<file path="src/rtl/hazard_pkg.sv">
// -----------------------------------------------------------------------------
// hazard_pkg
// Shared types and constants for the pipeline hazard controller.
//   fwd_sel_t       : EX operand forwarding select encoding
//   hz_state_t      : hazard controller FSM states
//   RESULT_SRC_LOAD : ResultSrcE encoding that marks a load in E
// -----------------------------------------------------------------------------
package hazard_pkg;

    typedef enum logic [1:0] {
        FWD_NONE = 2'b00,
        FWD_WB   = 2'b01,
        FWD_MEM  = 2'b10
    } fwd_sel_t;

    typedef enum logic [1:0] {
        ST_INIT     = 2'b00,
        ST_RUN      = 2'b01,
        ST_MEM_WAIT = 2'b10,
        ST_ERROR    = 2'b11
    } hz_state_t;

    localparam logic [1:0] RESULT_SRC_LOAD = 2'b01;

endpackage : hazard_pkg

</file>
<file path="src/rtl/hazard_ctrl_fwd_sel.sv">
// -----------------------------------------------------------------------------
// hazard_fwd_sel
// One-operand forwarding compare. The M stage wins over the W stage because
// it holds the younger result; register x0 never forwards.
// Ports:
//   rs          in  5  source register of the E instruction
//   rd_m        in  5  destination register in M
//   reg_write_m in  1  M instruction writes the register file
//   rd_w        in  5  destination register in W
//   reg_write_w in  1  W instruction writes the register file
//   sel         out 2  forwarding select (fwd_sel_t)
// -----------------------------------------------------------------------------
module hazard_fwd_sel
    import hazard_pkg::*;
(
    input  logic [4:0] rs,
    input  logic [4:0] rd_m,
    input  logic       reg_write_m,
    input  logic [4:0] rd_w,
    input  logic       reg_write_w,
    output fwd_sel_t   sel
);

    logic hit_m_s;
    logic hit_w_s;

    assign hit_m_s = reg_write_m && (rd_m != 5'd0) && (rd_m == rs);
    assign hit_w_s = reg_write_w && (rd_w != 5'd0) && (rd_w == rs);

    // Priority select: M result first, then W result, else register file
    always_comb begin
        sel = FWD_NONE;
        if (hit_m_s) begin
            sel = FWD_MEM;
        end else if (hit_w_s) begin
            sel = FWD_WB;
        end else begin
            sel = FWD_NONE;
        end
    end

endmodule : hazard_fwd_sel

</file>
<file path="src/rtl/hazard_ctrl.sv">
// -----------------------------------------------------------------------------
// hazard_ctrl
// Pipeline hazard controller: EX operand forwarding selects, load-use stall,
// branch/jump flush, data-memory wait stall with timeout and a post-reset
// bubble. Stall/flush outputs are combinational from FSM state and inputs so
// that they act in the same cycle as the hazard they cover.
// Optional feature macro: HAZARD_PERF_CNT_EN (stall/flush performance
// counters; when undefined the counter ports are tied to zero).
// Ports:
//   clk, rst_n                    clock (rising edge), async active-low reset
//   Rs1D, Rs2D                    source registers in D
//   Rs1E, Rs2E, RdE               source/destination registers in E
//   RegWriteE, ResultSrcE         E writes regfile / E result select (01=load)
//   RdM, RdW, RegWriteM, RegWriteW  M/W destination registers and write enables
//   PCSrcE                        branch taken or jump resolved in E
//   MemReqM, MemReadyM            data memory request / completion in M
//   ForwardAE, ForwardBE          operand A/B forwarding selects
//   StallF/D/E/M, FlushD/E/W      pipeline register hold / bubble controls
//   mem_err                       sticky memory timeout flag
//   perf_stall_cnt, perf_flush_cnt  performance counters
// -----------------------------------------------------------------------------
module hazard_ctrl
    import hazard_pkg::*;
#(
    parameter int TIMEOUT_CYCLES = 255,
    parameter int CNT_WIDTH      = 32
) (
    input  logic                 clk,
    input  logic                 rst_n,
    input  logic [4:0]           Rs1D,
    input  logic [4:0]           Rs2D,
    input  logic [4:0]           Rs1E,
    input  logic [4:0]           Rs2E,
    input  logic [4:0]           RdE,
    input  logic                 RegWriteE,
    input  logic [1:0]           ResultSrcE,
    input  logic [4:0]           RdM,
    input  logic [4:0]           RdW,
    input  logic                 RegWriteM,
    input  logic                 RegWriteW,
    input  logic                 PCSrcE,
    input  logic                 MemReqM,
    input  logic                 MemReadyM,
    output logic [1:0]           ForwardAE,
    output logic [1:0]           ForwardBE,
    output logic                 StallF,
    output logic                 StallD,
    output logic                 StallE,
    output logic                 StallM,
    output logic                 FlushD,
    output logic                 FlushE,
    output logic                 FlushW,
    output logic                 mem_err,
    output logic [CNT_WIDTH-1:0] perf_stall_cnt,
    output logic [CNT_WIDTH-1:0] perf_flush_cnt
);

    localparam int WAIT_W = $clog2(TIMEOUT_CYCLES + 1);

    hz_state_t          state_r;
    hz_state_t          state_nxt_s;
    logic [WAIT_W-1:0]  wait_cnt_r;
    logic [WAIT_W-1:0]  wait_cnt_nxt_s;

    logic     memwait_s;
    logic     load_use_s;
    fwd_sel_t fwd_a_s;
    fwd_sel_t fwd_b_s;

    logic stall_f_s, stall_d_s, stall_e_s, stall_m_s;
    logic flush_d_s, flush_e_s, flush_w_s;

    // ------------------------------------------------------------------
    // Forwarding: independent of the FSM
    // ------------------------------------------------------------------
    hazard_fwd_sel u_fwd_a (
        .rs          (Rs1E),
        .rd_m        (RdM),
        .reg_write_m (RegWriteM),
        .rd_w        (RdW),
        .reg_write_w (RegWriteW),
        .sel         (fwd_a_s)
    );

    hazard_fwd_sel u_fwd_b (
        .rs          (Rs2E),
        .rd_m        (RdM),
        .reg_write_m (RegWriteM),
        .rd_w        (RdW),
        .reg_write_w (RegWriteW),
        .sel         (fwd_b_s)
    );

    assign ForwardAE = fwd_a_s;
    assign ForwardBE = fwd_b_s;

    // Memory wait only counts once the pipeline is running (not in INIT/ERROR)
    assign memwait_s = MemReqM && !MemReadyM &&
                       ((state_r == ST_RUN) || (state_r == ST_MEM_WAIT));

    assign load_use_s = (ResultSrcE == RESULT_SRC_LOAD) && RegWriteE &&
                        (RdE != 5'd0) && ((RdE == Rs1D) || (RdE == Rs2D));

    // ------------------------------------------------------------------
    // FSM
    // ------------------------------------------------------------------

    // State and wait counter registers
    always_ff @(posedge clk or negedge rst_n) begin
        if (!rst_n) begin
            state_r    <= ST_INIT;
            wait_cnt_r <= {WAIT_W{1'b0}};
        end else begin
            state_r    <= state_nxt_s;
            wait_cnt_r <= wait_cnt_nxt_s;
        end
    end

    // Next-state and wait counter update
    always_comb begin
        state_nxt_s    = state_r;
        wait_cnt_nxt_s = wait_cnt_r;
        case (state_r)
            ST_INIT: begin
                state_nxt_s    = ST_RUN;
                wait_cnt_nxt_s = {WAIT_W{1'b0}};
            end
            ST_RUN: begin
                if (memwait_s) begin
                    state_nxt_s    = ST_MEM_WAIT;
                    wait_cnt_nxt_s = {{(WAIT_W-1){1'b0}}, 1'b1};
                end else begin
                    state_nxt_s    = ST_RUN;
                end
            end
            ST_MEM_WAIT: begin
                if (MemReadyM) begin
                    state_nxt_s    = ST_RUN;
                    wait_cnt_nxt_s = {WAIT_W{1'b0}};
                end else if (wait_cnt_r == WAIT_W'(TIMEOUT_CYCLES)) begin
                    state_nxt_s    = ST_ERROR;
                end else begin
                    wait_cnt_nxt_s = wait_cnt_r + {{(WAIT_W-1){1'b0}}, 1'b1};
                end
            end
            ST_ERROR: begin
                state_nxt_s = ST_ERROR;
            end
            default: begin
                state_nxt_s    = ST_ERROR;
                wait_cnt_nxt_s = {WAIT_W{1'b0}};
            end
        endcase
    end

    // Stall/flush outputs by priority: INIT bubble, memory wait/error, branch, load-use
    always_comb begin
        stall_f_s = 1'b0;
        stall_d_s = 1'b0;
        stall_e_s = 1'b0;
        stall_m_s = 1'b0;
        flush_d_s = 1'b0;
        flush_e_s = 1'b0;
        flush_w_s = 1'b0;
        if (state_r == ST_INIT) begin
            flush_d_s = 1'b1;
            flush_e_s = 1'b1;
            flush_w_s = 1'b1;
        end else if (memwait_s || (state_r == ST_ERROR)) begin
            // Freeze F..M and drop the W slot so a stalled M result is not written twice
            stall_f_s = 1'b1;
            stall_d_s = 1'b1;
            stall_e_s = 1'b1;
            stall_m_s = 1'b1;
            flush_w_s = 1'b1;
        end else if (PCSrcE) begin
            flush_d_s = 1'b1;
            flush_e_s = 1'b1;
        end else if (load_use_s) begin
            stall_f_s = 1'b1;
            stall_d_s = 1'b1;
            flush_e_s = 1'b1;
        end else begin
            stall_f_s = 1'b0;
            flush_e_s = 1'b0;
        end
    end

    assign StallF  = stall_f_s;
    assign StallD  = stall_d_s;
    assign StallE  = stall_e_s;
    assign StallM  = stall_m_s;
    assign FlushD  = flush_d_s;
    assign FlushE  = flush_e_s;
    assign FlushW  = flush_w_s;
    assign mem_err = (state_r == ST_ERROR);

    // ------------------------------------------------------------------
    // Performance counters
    // ------------------------------------------------------------------
`ifdef HAZARD_PERF_CNT_EN
    logic [CNT_WIDTH-1:0] stall_cnt_r;
    logic [CNT_WIDTH-1:0] flush_cnt_r;

    // Free-running wrap-around counters of StallF cycles and non-INIT FlushE cycles
    always_ff @(posedge clk or negedge rst_n) begin
        if (!rst_n) begin
            stall_cnt_r <= {CNT_WIDTH{1'b0}};
            flush_cnt_r <= {CNT_WIDTH{1'b0}};
        end else begin
            if (stall_f_s) begin
                stall_cnt_r <= stall_cnt_r + {{(CNT_WIDTH-1){1'b0}}, 1'b1};
            end else begin
                stall_cnt_r <= stall_cnt_r;
            end
            if (flush_e_s && (state_r != ST_INIT)) begin
                flush_cnt_r <= flush_cnt_r + {{(CNT_WIDTH-1){1'b0}}, 1'b1};
            end else begin
                flush_cnt_r <= flush_cnt_r;
            end
        end
    end

    assign perf_stall_cnt = stall_cnt_r;
    assign perf_flush_cnt = flush_cnt_r;
`else
    assign perf_stall_cnt = {CNT_WIDTH{1'b0}};
    assign perf_flush_cnt = {CNT_WIDTH{1'b0}};
`endif

endmodule : hazard_ctrl

</file>
<file path="config.mk">
export PLATFORM = sky130hd
export DESIGN_NAME = hazard_ctrl
export DESIGN_NICKNAME = d
export VERILOG_FILES = /design/src/rtl/hazard_pkg.sv /design/src/rtl/hazard_ctrl_fwd_sel.sv /design/src/rtl/hazard_ctrl.sv
export SDC_FILE = /design/constraint.sdc
export NUM_CORES = 1
export LEC_CHECK = 0
export BUFFER_PORTS_ARGS = -buffer_cell sky130_fd_sc_hd__buf_2
export CELL_PAD_IN_SITES_DETAIL_PLACEMENT = 1
export CELL_PAD_IN_SITES_GLOBAL_PLACEMENT = 1
export CORE_MARGIN = 2
export CORE_UTILIZATION = 25
export DETAILED_ROUTE_END_ITERATION = 10
export MAX_ROUTING_LAYER = met4
export PLACE_DENSITY_LB_ADDON = 0.1
export SETUP_SLACK_MARGIN = 0.02
export SLEW_MARGIN = 20
export SYNTH_ARGS = -nofsm -noshare
export SYNTH_HDL_FRONTEND = slang
export SYNTH_SLANG_ARGS = --single-unit
</file>
<file path="constraint.sdc">
create_clock -name clk -period 1.8 [get_ports clk]
set_clock_uncertainty 0.1 [all_clocks]
set_input_delay 0 -clock clk [delete_from_list [all_inputs] [get_ports clk]]
set_output_delay 0 -clock clk [all_outputs]
set_load 0.01 [all_outputs]
</file>
# --- Yosys cells after proc, flatten, opt, wreduce, memory -nomap -nowiden ---
# Index checks and enable logic that the tools add are counted.
# Widths: inputs -> output; s select.
word_totals:
  ram_bits: 0
  regBits: 10
  latch_bits: 0
  romBits: 0
  inputBits: 45
  wordCells: 63
  out_inout_bits: 76
  n_memories: 0
classes:
  eq_ne: 14
  magnitude_cmp: 0
  n_mux: 25
  multipliers: 0
  n_bitwise: 0
  n_div: 0
  add_sub_neg: 1
  shifts: 0
  n_reduce_logical: 21
op_table:
  columns: ["op", "n"]
  rows:
  - ["$eq 5x5->1", 6]
  - ["$mux 8", 3]
  - ["$pmux 8 s3", 1]
  - ["$mux 1", 15]
  - ["$reduce_bool 5->1", 3]
  - ["$logic_and 1x1->1", 11]
  - ["$mux 2", 5]
  - ["$add 8x1->8 const B", 1]
  - ["$eq 8x8->1 const B", 1]
  - ["$pmux 2 s4", 1]
  - ["$eq 2x1->1 const B", 2]
  - ["$eq 2x2->1 const B", 2]
  - ["$logic_or 1x1->1", 3]
  - ["$ne 3x2->1 const B", 1]
  - ["$ne 3x3->1 const B", 1]
  - ["$reduce_and 3->1", 1]
  - ["$reduce_bool 3->1", 1]
  - ["$logic_not 2->1", 1]
  - ["$ne 2x2->1 const B", 1]
  - ["$logic_not 1->1", 1]

# --- Logic depth before layout (Yosys ltp) ---
# Gate-level depths: netlist of run 1.
logic_depth:
  ltp_word: 8
  mapped_depth: 7
  mapped_depth_nobuf: 6

# --- By module ---
# Synthesis of run 1 repeated with hierarchy kept, for this count alone.
unflattened:
  hier_cells: 212
  area_unflattened_um2: 1655.3
modules_own_cells:
  columns: ["module", "instances", "area_each_um2", "seq_area_each_um2", "cells_per_inst"]
  rows:
  - ["hazard_ctrl", 1, 1337.5, 250.2, 170]
  - ["hazard_fwd_sel", 2, 158.9, 0.0, 21]

# --- Worst setup path before layout of run 1 ---
# OpenSTA, ideal clock, no wires.
synth_path:
  path_type: "reg2reg"
  start: "register state_r[0]"
  end: "register wait_cnt_r[6]"
  path_stages_with_launch: 7
  required_time_ns: 1.623
  setup_time_ns: 0.077
  path_slack_ns: -0.045
  arrival_ns: 1.667
  path_cell_list: "dfrtp_1 inv_1 ha_1 nand3b_1 a21o_1 or4_1 a21oi_1"
synth_between:
  elab_chain_cells: 5
  elab_cells_between_ends: 10
synth_rtl:
  columns: ["item", "line_no", "text"]
  rows:
  - ["from (decl)", "hazard_ctrl.sv:60", "hz_state_t state_r;"]
  - ["from (signal assigned)", "hazard_ctrl.sv:114", "state_r <= state_nxt_s;"]
  - ["$eq 2x1->1 / $eq 2x2->1 (equally long branches)", "hazard_ctrl.sv:99, hazard_ctrl.sv:123", null]
  - ["$logic_or 1x1->1", "hazard_ctrl.sv:99", "((state_r == ST_RUN) || (state_r == ST_MEM_WAIT));"]
  - ["$logic_and 1x1->1", "hazard_ctrl.sv:98", "assign memwait_s = MemReqM && !MemReadyM &&"]
  - ["$ne 2x2->1 (no source line)", null, null]
  - ["$reduce_and 3->1 (no source line)", null, null]
  - ["to (signal assigned)", "hazard_ctrl.sv:112", "wait_cnt_r <= {WAIT_W{1'b0}};"]
  - ["to (signal assigned)", "hazard_ctrl.sv:115", "wait_cnt_r <= wait_cnt_nxt_s;"]
  - ["to (decl)", "hazard_ctrl.sv:62", "logic [WAIT_W-1:0] wait_cnt_r;"]
# Several ways; a longest one is shown, not always the timed one.
# A chain may end at the register's enable or synchronous reset.

# --- Final worst setup path of run 1 ---
layout_path:
  start: "register state_r[0]"
  end: "output port StallF"
layout_between:
  elab_chain_cells: 6
  elab_cells_between_ends: 9
layout_rtl:
  columns: ["item", "line_no", "text"]
  rows:
  - ["$eq 2x1->1 / $eq 2x2->1 (equally long branches)", "hazard_ctrl.sv:99", null]
  - ["$logic_or 1x1->1", "hazard_ctrl.sv:99", null]
  - ["$logic_and 1x1->1", "hazard_ctrl.sv:98", null]
  - ["$logic_or 1x1->1", "hazard_ctrl.sv:169", "end else if (memwait_s || (state_r == ST_ERROR)) begin"]
  - ["$mux 1", "hazard_ctrl.sv:169", null]
  - ["$mux 1 (*)", "hazard_ctrl.sv:165", "if (state_r == ST_INIT) begin"]
  - ["to (decl)", "hazard_ctrl.sv:46", "output logic StallF,"]
# Mark *: on every way between the ends. The rest lies on a longest branch, timed or not.

==> results.ini, run 1 <==
[synthesis]
async_reset_ff_frac = 1.00
synthTopCellsByArea = buf_4, dfrtp_1, xor2_1, ha_1, o21ai_0
synth_seq_area_share = 0.155
synth_flop_cell = dfrtp_1
syn_inst = 199
synth_edf_count = 0
syn_area_per_cell_sq_um = 8.14
syn-cell-area_sq_um = 1620
yosys.area.top_type_share = 0.315
ys_seq_elements = 10
yosys_warnings = 0
yosysUniqueCellTypes = 41
netlist.top_cell.by_area = buf_4

[cells_and_area]
layout_common_cells = conb_1, buf_2, xor2_1
area_growth_pct = 26.3
drive_gt1_frac = 0.379
final_common_cell = conb_1
antenna_cells = 0
fin_cells = 349
final_util = 0.324
num-nets-final = 323

[sta]
timing.final.crit_share = 1.03
fin_crit_ns = 1.85
setup_slack_ns = -0.0519
setup_viol = 5
rsz0062_at_grt = yes
hold_violations = 0
fmax_ghz = 0.540
drv_slew = 0

[setup_path]
path_max_fanout = 4
reg2reg_slack_ns = -0.05
arrival_ns = 1.75
crit_slowest_cell = dfrtp_1
worstSetupEndpointType = primary output
worstSetupStartpointType = flop
reg2reg_from = state_r[0]
crit_family = buffers and inverters
cp_num_buf_inv = 3
max_stage_delay_ns = 0.35
r2r-end = wait_cnt_r[6]
path_cells = inv_2 > ha_4 > nand3b_1 > buf_6 > a31oi_4 > nand2_2 > o22ai_2 > buf_2
worst_ep_required_time_ns = 1.70
path_class = flop to primary output
reg2reg_depth = 6

[routing]
wire_per_inst_um = 12.2
num_vias = 1409
drc = 0
avgViaCountPerCell = 4.04
ant_nets = 0
drt-pass1-iter-count = 4
totalWireLength_um = 4270
drtIter0Drc = 11

[floorplanning]
fp-row-count = 29
die_h_um = 84.5
ios = 121
die_w_um = 84.5
core_sq_um = 6310
die_area_sq_um = 7140
initial_core_util = 0.256

[grt]
overflow = 0
grt_max_degree = 11
grt_use_total = 0.116
grt_pass1_wl_um = 6610
grt_pass1_vias = 1335
antenna_found_initial = 0

[placed_design]
dp_hpwl_um = 3620
dp.cells = 343
routabilityCongestion = 0.757
port_buffers = 56

[pwr]
irDropWorstVdd_mv = 0.428
leakage_nw = 1.02
powerDensity_nw_per_um2 = 831

[cts]
clockBufferDepth = 2
cts.sink_count = 10
clkLatencyLatePin_ns = 0.24
tritoncts = done
root_buffer = clkbuf_8
cts-htree-levels = 1
clk_pin_slew_ns = 0.05
numCtsBuffers = 3

[flow_run]
drv_cap = 0

[hold_path]
hold_path_class = primary input to async pin

[status]
outcome = finished with violations
violations = setup timing

==> stage by stage <==
step	setup slack (ns)	hold slack, ns	setup TNS, ns	power [mW]	area, sq um
final	-0.0519	0.0494	-0.213	1.70	2040
after global routing	-0.160	0.0765	-1.32	1.84	2040
after CTS	-0.0406	0.0604	-0.248	1.63	1980
after detailed placement	-0.0810	-0.215	-0.184	1.26	1870
after global placement	-0.0218	-0.215	-0.0356	1.25	1870
after floorplan	0.0202	-0.396	0	0.918	1880
==> registers in the layout, summed over array words and instances (netlist names) <==
signal and count:
state_r 2, wait_cnt_r 8
==> cells in the mapped netlist, types with 2 or more instances <==
| library cell | count |
|---|---|
| nor2_1 | 7 |
| nor4_1 | 2 |
| xor2_1 | 24 |
| buf_4 | 68 |
| nand3b_1 | 2 |
| ha_1 | 5 |
| nand3_1 | 4 |
| or4_1 | 6 |
| nand2_1 | 6 |
| a21oi_1 | 5 |
| a31oi_1 | 3 |
| inv_1 | 6 |
| nor3_1 | 4 |
| dfrtp_1 | 10 |
| o21ai_0 | 11 |
| nor4_2 | 2 |
| o31ai_1 | 5 |
| xnor2_1 | 6 |
==> where the power goes <==
group | switching [mW] | leakage, nW | internal [mW]
Sequential | 0.0177 | 0.135 | 0.254
Combinational | 0.609 | 0.857 | 0.531
Clock | 0.0954 | 0.0288 | 0.193
Total | 0.722 | 1.02 | 0.978
==> logic make-up after synthesis <==
kind of cell             after synthesis  synth area share
adder cells (fa/ha/maj)                5            0.0386
buffers and inverters                 75             0.332
flip-flops                            10             0.155
other                                  1           0.00232
XOR/XNOR                              30             0.162
AO/OA/AOI/OAI                         35             0.144
AND/OR/NAND/NOR                       43             0.166
==> layout make-up <==
type | instances | area (sq um)
clock buffers | 4 | 55.1
fillers | 806 | 4270
inverters | 6 | 22.5
multi-input cells | 177 | 1180
flip-flops and latches | 10 | 250
well taps | 77 | 96.3
repair buffers | 75 | 440
==> worst max-delay path by stage <==
| stage | slack [ns] | startpoint | endpoint | depth (start not counted) |
|---|---|---|---|---|
| 2_1_floorplan | 0.02 | state_r[0] | wait_cnt_r[4] | 7 |
| 3_3_place_gp | -0.02 | state_r[1] | wait_cnt_r[6] | 6 |
| 3_5_place_dp | -0.08 | state_r[1] | wait_cnt_r[6] | 6 |
| 4_1_cts | -0.04 | state_r[0] | wait_cnt_r[2] | 7 |
| 5_1_grt | -0.16 | state_r[0] | wait_cnt_r[6] | 7 |
| 6_report | -0.05 | state_r[0] | StallF | 8 |
==> per-layer routing <==
layer  wire, um  vias to the layer above  track usage
met5          0                        -            -
met1       1730                      655        0.143
met3        256                        2       0.0167
met4         17                        0       0.0260
li1           -                      699            -
met2       2270                       53        0.202
==> what timing repair did <==
item	in CTS	in global routing
hold buffers	1	0
endpoints found under the hold margin	10	0
setup buffers	0	1
gates resized for setup	13	15
pin swaps	10	7
setup endpoints to repair	11	14
No activity file was read; power rests on OpenSTA's default activity.
==> inputs of run 2 (changes only) <==
--- a/config.mk
+++ b/config.mk
@@ -10,10 +10,12 @@
 export CELL_PAD_IN_SITES_GLOBAL_PLACEMENT = 1
 export CORE_MARGIN = 2
 export CORE_UTILIZATION = 25
+export CTS_BUF_LIST = sky130_fd_sc_hd__clkbuf_16
 export DETAILED_ROUTE_END_ITERATION = 10
 export MAX_ROUTING_LAYER = met4
 export PLACE_DENSITY_LB_ADDON = 0.1
 export SETUP_SLACK_MARGIN = 0.02
+export SKIP_CTS_REPAIR_TIMING = 1
 export SLEW_MARGIN = 20
 export SYNTH_ARGS = -nofsm -noshare
 export SYNTH_HDL_FRONTEND = slang
==> run 2 against run 1 <==
Against the previous run: the flow still finishes with violations (setup timing); critical path depth fell by 2; highest routed layer unchanged; sequential share of layout area is 0.16 points lower; sequential cell count unchanged; combinational power hardly changed; worst setup slack better by 0.013 ns; final cell count is 0.29% lower; global-route usage fell by 0.29 points; hold slack improved by 0.00091 ns; total power rose by 6.5%; utilization is 0.42 points higher.
==> results.ini, run 2 (synthesis gave the netlist of run 1 again) <==
[cts]
clockBufferDepth = 2
tritoncts = done
clkLatencyLatePin_ns = 0.24
clk_pin_slew_ns = 0.04
numCtsBuffers = 3
root_buffer = clkbuf_16
cts.sink_count = 10
cts-htree-levels = 1

[placed_design]
dp.cells = 343
port_buffers = 56
dp_hpwl_um = 3620
routabilityCongestion = 0.757

[routing]
drt-pass1-iter-count = 4
drc = 0
num_vias = 1392
avgViaCountPerCell = 4.00
totalWireLength_um = 4200
drtIter0Drc = 10
wire_per_inst_um = 12.1
ant_nets = 0

[pwr]
power_mw = 1.81
powerDensity_nw_per_um2 = 874
leakage_nw = 1.03
irDropWorstVdd_mv = 0.607

[hold_path]
hold_path_class = primary input to async pin

[setup_path]
crit_family = simple AND/OR/NAND/NOR gates
r2r-end = wait_cnt_r[6]
reg2reg_from = state_r[1]
reg2reg_slack_ns = -0.04
crit_slowest_cell = or4_4
arrival_ns = 1.91
path_max_fanout = 6
reg2reg_depth = 6
cp_num_buf_inv = 1
path_cells = inv_2 > ha_4 > nand3b_1 > a21o_1 > or4_4 > a21oi_2
worstSetupStartpointType = flop
worstSetupEndpointType = flop
worst_ep_required_time_ns = 1.87
path_class = flop to flop
max_stage_delay_ns = 0.43

[floorplanning]
initial_core_util = 0.256
die_h_um = 84.5
die_w_um = 84.5
core_sq_um = 6310
ios = 121
fp-row-count = 29
die_area_sq_um = 7140

[cells_and_area]
layout_common_cells = conb_1, buf_2, xor2_1
antenna_cells = 0
area_growth_pct = 27.9
drive_gt1_frac = 0.380
final_common_cell = conb_1
num-nets-final = 322
largest_reg_flops = 8
top_regs = wait_cnt_r x8, state_r x2
fin_cells = 348
max_flop_register = wait_cnt_r

[status]
outcome = finished with violations
violations = setup timing

[grt]
grt_max_degree = 11
grt_use_total = 0.113
grt_pass1_vias = 1275
antenna_found_initial = 0
overflow = 0
grt_pass1_wl_um = 6410

[sta]
rsz0062_at_grt = yes
setup_viol = 8
drv_slew = 0
fin_crit_ns = 1.84
timing.final.crit_share = 1.02
fmax_ghz = 0.544
hold_violations = 0
setup_slack_ns = -0.0390
fin_tns_setup_ns = -0.187

[flow_run]
drv_cap = 0

## run 2: cell count changes in the layout (fill, tap and decap cells not counted), sizes merged
cell and delta:
buf -1, clkbuf -1, clkinv +1
## run 2: metal layers
layer,global-route usage,routed length (um)
met1,0.143,1730
met2,0.192,2170
met3,0.0167,259
met4,0.0260,38
met5,-,0
## run 2: layout make-up
cell class	count	area, sq um
fillers	800	4240
repair buffers	74	442
clock buffers	3	75.1
inverters	6	22.5
clock inverters	1	3.75
well taps	77	96.3
multi-input cells	177	1180
flip-flops and latches	10	250
## run 2: worst max-delay path by stage
stage | cells past startpoint | endpoint | startpoint
after global routing | 8 | StallD | state_r[0]
final | 6 | wait_cnt_r[6] | state_r[1]
after detailed placement | 6 | wait_cnt_r[6] | state_r[1]
after global placement | 6 | wait_cnt_r[6] | state_r[1]
after floorplan | 7 | wait_cnt_r[4] | state_r[0]
after CTS | 8 | StallF | state_r[1]
## run 2: power breakdown
group	leakage [nW]	internal [mW]	switching, mW
registers	0.135	0.254	0.0172
logic	0.857	0.526	0.600
clock network	0.0385	0.293	0.120
## run 2: through the flow
| stage | setup slack, ns | hold WS [ns] | utilization | instance area (sq um) |
|---|---|---|---|---|
| CTS | -0.179 | -0.472 | 0.308 | 1950 |
| floorplan | 0.0202 | -0.396 | - | 1880 |
| finish | -0.0390 | 0.0503 | 0.328 | 2070 |
| global placement | -0.0218 | -0.215 | 0.296 | 1870 |
| detailed placement | -0.0810 | -0.215 | 0.296 | 1870 |
| global route | -0.121 | 0.0829 | 0.328 | 2070 |
